### src/rtl/PCIe_PKG.sv
// Shared Transaction Layer types and sizes for the TX scheduling path.
package PCIe_PKG;

  localparam int unsigned PCIe_TL_TLP_PACKET_SIZE = 128;
  localparam int unsigned PCIe_TL_NUM_VC_MAX      = 8;
  localparam int unsigned PCIe_TL_VC_ID_W         = $clog2(PCIe_TL_NUM_VC_MAX);

  typedef logic [PCIe_TL_VC_ID_W-1:0] vc_id_t;

  typedef enum logic {
    SELECT = 1'b0,
    BURST  = 1'b1
  } sched_state_e;

endpackage

### src/rtl/pcie_vc_fifo.sv
// Per-VC TLP FIFO: flop-array storage, head entry always presented, registered flags.
module pcie_vc_fifo #(
  parameter int unsigned WIDTH = 8,
  parameter int unsigned DEPTH = 8
) (
  input  logic             clk,
  input  logic             rst_n,
  input  logic             push,
  input  logic [WIDTH-1:0] wdata,
  input  logic             pop,
  output logic [WIDTH-1:0] rdata,
  output logic             full,
  output logic             empty
);

  localparam int unsigned AW = $clog2(DEPTH);
  localparam int unsigned PW = AW + 1;
  localparam logic [PW-1:0] FULL_XOR = PW'(DEPTH);

  logic [WIDTH-1:0] mem [DEPTH];
  logic [PW-1:0]    wr_ptr_q, rd_ptr_q, wr_ptr_d, rd_ptr_d;
  logic             do_push, do_pop;

  assign do_push  = push && !full;
  assign do_pop   = pop && !empty;
  assign wr_ptr_d = wr_ptr_q + PW'(do_push);
  assign rd_ptr_d = rd_ptr_q + PW'(do_pop);
  assign rdata    = mem[rd_ptr_q[AW-1:0]];

  // Extra pointer bit distinguishes full from empty when the addresses match.
  always_ff @(posedge clk) begin
    if (!rst_n) begin
      wr_ptr_q <= '0;
      rd_ptr_q <= '0;
      full     <= 1'b0;
      empty    <= 1'b1;
    end else begin
      wr_ptr_q <= wr_ptr_d;
      rd_ptr_q <= rd_ptr_d;
      full     <= (wr_ptr_d ^ rd_ptr_d) == FULL_XOR;
      empty    <= wr_ptr_d == rd_ptr_d;
    end
  end

  always_ff @(posedge clk) begin
    if (do_push) mem[wr_ptr_q[AW-1:0]] <= wdata;
  end

endmodule

### src/rtl/pcie_tl_tx_vc_sched.sv
// TX virtual-channel scheduler: per-VC FIFOs, credit gating, weighted round-robin
// arbitration and a single egress register towards the DLL.
module pcie_tl_tx_vc_sched
  import PCIe_PKG::*;
#(
  parameter int unsigned NUM_VC      = 4,
  parameter int unsigned FIFO_DEPTH  = 8,
  parameter int unsigned TLP_W       = PCIe_TL_TLP_PACKET_SIZE,
  parameter int unsigned CREDIT_W    = 8,
  parameter int unsigned INIT_CREDIT = 16,
  parameter int unsigned WEIGHT_W    = 4
) (
  input  logic                         clk,
  input  logic                         rst_n,
  input  logic                         tlp_valid_i,
  input  logic [TLP_W-1:0]             tlp_i,
  input  logic [$clog2(NUM_VC)-1:0]    tlp_vc_i,
  output logic                         tlp_ready_o,
  input  logic [NUM_VC-1:0]            fc_update_i,
  input  logic [NUM_VC*CREDIT_W-1:0]   fc_credit_i,
  input  logic [NUM_VC*WEIGHT_W-1:0]   vc_weight_i,
  output logic                         tlp_valid_o,
  output logic [TLP_W-1:0]             tlp_o,
  output logic [$clog2(NUM_VC)-1:0]    tlp_vc_o,
  input  logic                         tlp_ready_i,
  output logic [NUM_VC-1:0]            vc_empty_o,
  output logic [NUM_VC-1:0]            vc_full_o
);

  localparam int unsigned VC_W = $clog2(NUM_VC);
  localparam int unsigned CW1  = CREDIT_W + 1;
  localparam logic [CW1-1:0] CREDIT_MAX = {1'b0, {CREDIT_W{1'b1}}};

  logic [NUM_VC-1:0]                push_v, pop_v, fifo_full, fifo_empty, elig;
  logic [TLP_W-1:0]                 fifo_rdata [NUM_VC];
  logic [NUM_VC-1:0][CREDIT_W-1:0]  credit_q, credit_d;
  logic [CREDIT_W-1:0]              ret;
  logic [CW1-1:0]                   sum;

  sched_state_e        state_q, state_d;
  logic [VC_W-1:0]     gnt_vc_q, gnt_vc_d, issue_vc, scan_vc;
  logic [WEIGHT_W-1:0] burst_q, burst_d, weight_sel;
  logic                out_free, cont, scan_found, issue, new_grant;

  function automatic logic [VC_W-1:0] rr_idx(input logic [VC_W-1:0] base, input int unsigned off);
    return VC_W'((32'(base) + off) % NUM_VC);
  endfunction

  assign tlp_ready_o = rst_n && !fifo_full[tlp_vc_i];
  assign vc_empty_o  = fifo_empty;
  assign vc_full_o   = fifo_full;

  for (genvar v = 0; v < NUM_VC; v++) begin : g_vc
    assign push_v[v] = tlp_valid_i && tlp_ready_o && (tlp_vc_i == VC_W'(v));
    assign pop_v[v]  = issue && (issue_vc == VC_W'(v));
    assign elig[v]   = !fifo_empty[v] && (credit_q[v] != '0);

    pcie_vc_fifo #(
      .WIDTH (TLP_W),
      .DEPTH (FIFO_DEPTH)
    ) u_fifo (
      .clk   (clk),
      .rst_n (rst_n),
      .push  (push_v[v]),
      .wdata (tlp_i),
      .pop   (pop_v[v]),
      .rdata (fifo_rdata[v]),
      .full  (fifo_full[v]),
      .empty (fifo_empty[v])
    );
  end

  // Credit return and issue in the same cycle both apply; only the top end saturates.
  always_comb begin
    credit_d = credit_q;
    ret      = '0;
    sum      = '0;
    for (int unsigned v = 0; v < NUM_VC; v++) begin
      ret         = fc_update_i[v] ? fc_credit_i[v*CREDIT_W +: CREDIT_W] : '0;
      sum         = CW1'(credit_q[v]) + CW1'(ret) - CW1'(pop_v[v]);
      credit_d[v] = (sum > CREDIT_MAX) ? '1 : sum[CREDIT_W-1:0];
    end
  end

  always_ff @(posedge clk) begin
    if (!rst_n) begin
      for (int unsigned v = 0; v < NUM_VC; v++) credit_q[v] <= CREDIT_W'(INIT_CREDIT);
    end else begin
      credit_q <= credit_d;
    end
  end

  // Arbiter state register.
  always_ff @(posedge clk) begin
    if (!rst_n) begin
      state_q  <= SELECT;
      gnt_vc_q <= VC_W'(NUM_VC - 1);
      burst_q  <= '0;
    end else begin
      state_q  <= state_d;
      gnt_vc_q <= gnt_vc_d;
      burst_q  <= burst_d;
    end
  end

  // Issue decision: continue the burst, otherwise rescan in the same cycle so a VC switch costs nothing.
  always_comb begin
    scan_found = 1'b0;
    scan_vc    = gnt_vc_q;
    for (int unsigned i = 1; i <= NUM_VC; i++) begin
      if (!scan_found && elig[rr_idx(gnt_vc_q, i)]) begin
        scan_found = 1'b1;
        scan_vc    = rr_idx(gnt_vc_q, i);
      end
    end
    cont      = (state_q == BURST) && elig[gnt_vc_q] && (burst_q != '0);
    out_free  = !tlp_valid_o || tlp_ready_i;
    issue     = 1'b0;
    issue_vc  = gnt_vc_q;
    new_grant = 1'b0;
    if (out_free) begin
      if (cont) begin
        issue = 1'b1;
      end else if (scan_found) begin
        issue     = 1'b1;
        issue_vc  = scan_vc;
        new_grant = 1'b1;
      end
    end
  end

  // Next state: a fresh grant's own issue consumes the first unit of its weight.
  always_comb begin
    state_d    = state_q;
    gnt_vc_d   = gnt_vc_q;
    burst_d    = burst_q;
    weight_sel = vc_weight_i[issue_vc*WEIGHT_W +: WEIGHT_W];
    if (new_grant) begin
      gnt_vc_d = issue_vc;
      burst_d  = (weight_sel == '0) ? '0 : weight_sel - WEIGHT_W'(1);
    end else if (issue) begin
      burst_d  = burst_q - WEIGHT_W'(1);
    end
    if (issue) begin
      state_d = (burst_d == '0) ? SELECT : BURST;
    end else if ((state_q == BURST) && !cont) begin
      state_d = SELECT;
    end
  end

  // Egress register: loads on issue, otherwise holds until the DLL accepts.
  always_ff @(posedge clk) begin
    if (!rst_n) begin
      tlp_valid_o <= 1'b0;
      tlp_o       <= '0;
      tlp_vc_o    <= '0;
    end else if (issue) begin
      tlp_valid_o <= 1'b1;
      tlp_o       <= fifo_rdata[issue_vc];
      tlp_vc_o    <= issue_vc;
    end else if (tlp_ready_i) begin
      tlp_valid_o <= 1'b0;
    end
  end

endmodule

### config.mk
export PLATFORM = sky130hd
export DESIGN_NAME = pcie_tl_tx_vc_sched
export DESIGN_NICKNAME = d
export VERILOG_FILES = /design/src/rtl/PCIe_PKG.sv /design/src/rtl/pcie_vc_fifo.sv /design/src/rtl/pcie_tl_tx_vc_sched.sv
export SDC_FILE = /design/constraint.sdc
export NUM_CORES = 2
export LEC_CHECK = 0
export CORE_UTILIZATION = 55
export CTS_BUF_LIST = sky130_fd_sc_hd__clkbuf_2 sky130_fd_sc_hd__clkbuf_4 sky130_fd_sc_hd__clkbuf_8
export CTS_CLUSTER_SIZE = 25
export DETAILED_ROUTE_END_ITERATION = 16
export PLACE_DENSITY = 0.79
export SYNTH_ARGS = -nofsm -noshare
export SYNTH_HDL_FRONTEND = slang
export SYNTH_SLANG_ARGS = --single-unit
### constraint.sdc
create_clock -name clk -period 19 [get_ports clk]
set_input_delay 3.8 -clock clk [delete_from_list [all_inputs] [get_ports clk]]
set_output_delay 3.8 -clock clk [all_outputs]
set_load 0.05 [all_outputs]
==> results.txt <==
skew final = 0.1041 ns
area fraction of the dominant cell type after synthesis = 74.12%
# IOs = 326
Clk Latency, worst-skew pair = 1.22 ns
Mean Syn Cell Area = 21.19 um^2
core area = 300000 um^2
Post-CTS Setup Bufs = 0
Clock Tree Buf Depth = 4
final wirelength = 403.7 mm
Worst Tran Pin Value = 1.281 ns
critical path peak fanout = 108
Residual DRC = 0
R2R cell count = 23
Die X = 551.3 um
P_leak = 57.60 nW
WP data arrival = 6.12 ns
DRT Pass-1 Iters = 6
number of distinct library cells after synthesis = 71
Clock Sinks = 4306
clk slew on worst S/H paths = 0.06 ns
TritonCTS clock tree = done
Total GRT Usage = 26.66%
Post-synth top cells = edfxtp_1 (4096), mux4_2 (1024), mux2i_1 (387)
Port-buffer cells = 325
share of layout cells above drive strength 1 = 26.89%
hold endpoint = tlp_vc_o[1]
vias in the first global route = 86440
CP Capture Type = output pin
setup TNS = 0 ns
outcome = complete, no violations
ys async rst share = 0%
Ys Warns = 0
depth of the worst hold-timing path = 2
hold path startpoint = tlp_vc_o[1]
top sig layer = met5
WL met1 = 146.6 mm
met3 wire len = 51.69 mm
min Tclk post-route = 9.920 ns
die area = 303900 um^2
routed wl met2 = 192.7 mm
CTS Hold Bufs = 0
reg2reg end = credit_q[28]
relative slew slack = 14.61%
post-DR vias/cell = 6.451
Post-Synthesis Cells = 7831
final setup violation count = 0
GP Congestion = 0.7867
Rows = 201
GRT overflow = 0
post-DP HPWL = 202.6 mm
max-slew violation count = 0
initial antenna violation count = 58
Fillers = 19140
Final Hold Viols = 0
clock root buffer = clkbuf_8
area post-placement = 174100 um^2
Pwr Density = 123.4 nW/um^2
max cap viols = 0
synth top area cells = edfxtp_1 (74%), mux4_2 (14%), dfxtp_1 (2.5%), mux2i_1 (2.3%), nor2_1 (0.76%)
Worst Hold Class = register to register
VDD IR max = 0.0001168 V
initial core utilization = 55.31%
flops & latches, synth = 4306
Num CTS Buffers = 649
routed vias = 84000
wire length per cell = 31.01 um
CP Class = input pin to output pin
count leader, synth = edfxtp_1
final design utilization = 62.43%
Die Y = 551.3 um
DR iter-0 viols = 10810
cell area after synthesis = 165900 um^2
Layout Nets = 8782
number of synthesized flops with an enable pin = 4096
Worst EP required = 15.20 ns
P&R area growth vs syn = 12.87%
cts repair resizes = 0
first-pass GRT wire length = 582.4 mm
fmax = 100.8 MHz
Post-synth top flop = edfxtp_1
RSZ-0062 raised after global routing = false
post-route cell area = 187300 um^2
fin crit share = 52.21%
Post-Syn Nets = 8102
post-synth top area cell = edfxtp_1
H-tree depth = 6
Worst Setup Start Kind = input pin
R2R Setup Slk = 11.42 ns
remaining antenna violation count = 0
sequential-to-total area share from yosys stat = 76.65%
largest net degree at the start of global routing = 127
R2R Path Start = gnt_vc_q[0]
-- layer usage --
metal	vias up	global-route usage [%]
li1	33730	-
met1	43600	36.37
met2	5730	42.26
met3	896	6.745
met4	44	9.288
met5	-	0
-- final cells by class --
class | instances | area (um^2) | area share (%)
Sequential cell | 4306 | 127200 | 67.94
Multi-Input combinational cell | 2975 | 36780 | 19.64
Clock buffer | 955 | 11480 | 6.129
Tap cell | 3958 | 4952 | 2.644
Timing Repair Buffer | 463 | 4702 | 2.510
Clock inverter | 223 | 1635 | 0.8731
Inverter | 116 | 442.9 | 0.2365
Antenna cell | 25 | 62.56 | 0.03340
-- where the power goes --
group | internal [mW] | total [mW] | switching, mW
clock network | 4.02 | 7.60 | 3.58
registers | 10.6 | 10.9 | 0.305
logic | 1.72 | 4.60 | 2.88
-- state kept, by name (all words and copies together) (netlist names) --
register / count
tlp_vc_o: 2
state_q: 1
burst_q: 4
g_vc.u_fifo.wr_ptr_q: 16
g_vc.u_fifo.full: 4
g_vc.u_fifo.rd_ptr_q: 16
g_vc.u_fifo.empty: 4
gnt_vc_q: 2
g_vc.u_fifo.mem: 4096
tlp_valid_o: 1
credit_q: 32
tlp_o: 128
-- per-stage QoR --
step           power [mW]  hold WS, ns  cells  worst slack, ns
2_1_floorplan       14.06       0.4855   7831           0.8297
3_3_place_gp        15.53       0.4506  11820            8.715
3_5_place_dp        15.66       0.4485  11820            8.521
4_1_cts             23.18       0.4579  13000            9.074
5_1_grt             23.89       0.5094  13010            8.989
6_report            23.11       0.4553  13020            9.080
-- worst max-delay path: stages --
cell	delay (ns)
clkdlybuf4s50_1	0.46
buf_4	0.35
inv_8	0.35
a211oi_1	0.29
clkdlybuf4s50_1	0.84
-- cells by family (layout without fill, tap and decap cells) --
kind of cell	Yosys count	in the layout	synth area share, %
adders and majority gates	85	85	0.6590
muxes	1522	1522	16.98
and+or+nand+nor	714	714	1.938
other	0	25	0
AOI/OAI and AO/OA	593	593	2.091
buffers and inverters	550	1757	1.342
xor gates and xnor gates	61	61	0.3333
DFF	4306	4306	76.65
-- how the worst max path moves through the flow --
| stage | endpoint | slack [ns] | start |
|---|---|---|---|
| after CTS | tlp_ready_o | 9.07 | rst_n |
| final | tlp_ready_o | 9.08 | rst_n |
| after floorplan | g_vc[2].u_fifo.mem[4][0] | 0.83 | tlp_vc_i[0] |
| after detailed placement | credit_q[28] | 8.52 | tlp_ready_i |
| after global routing | tlp_ready_o | 8.99 | rst_n |
| after global placement | credit_q[28] | 8.71 | tlp_ready_i |
-- cells in the final DEF (no fill, tap or decap), drive strengths merged, types with 5 or more instances in the layout --
master / instances
edfxtp: 4096
mux4: 1024
clkbuf: 955
mux2i: 387
nor2: 335
clkdlybuf4s50: 325
a21oi: 238
nand2: 220
dfxtp: 210
clkinv: 172
inv: 150
buf: 138
o21ai: 137
mux2: 111
o22ai: 110
ha: 81
a211oi: 48
nor3: 44
xnor2: 32
xor2: 29
diode: 25
nor2b: 25
and2: 20
nand2b: 17
o21bai: 16
a311oi: 14
nor4: 14
clkinvlp: 10
nand3: 10
a21o: 9
and3: 8
bufinv: 7
or3: 5
Note: power is estimated with default switching activity, not from simulation.
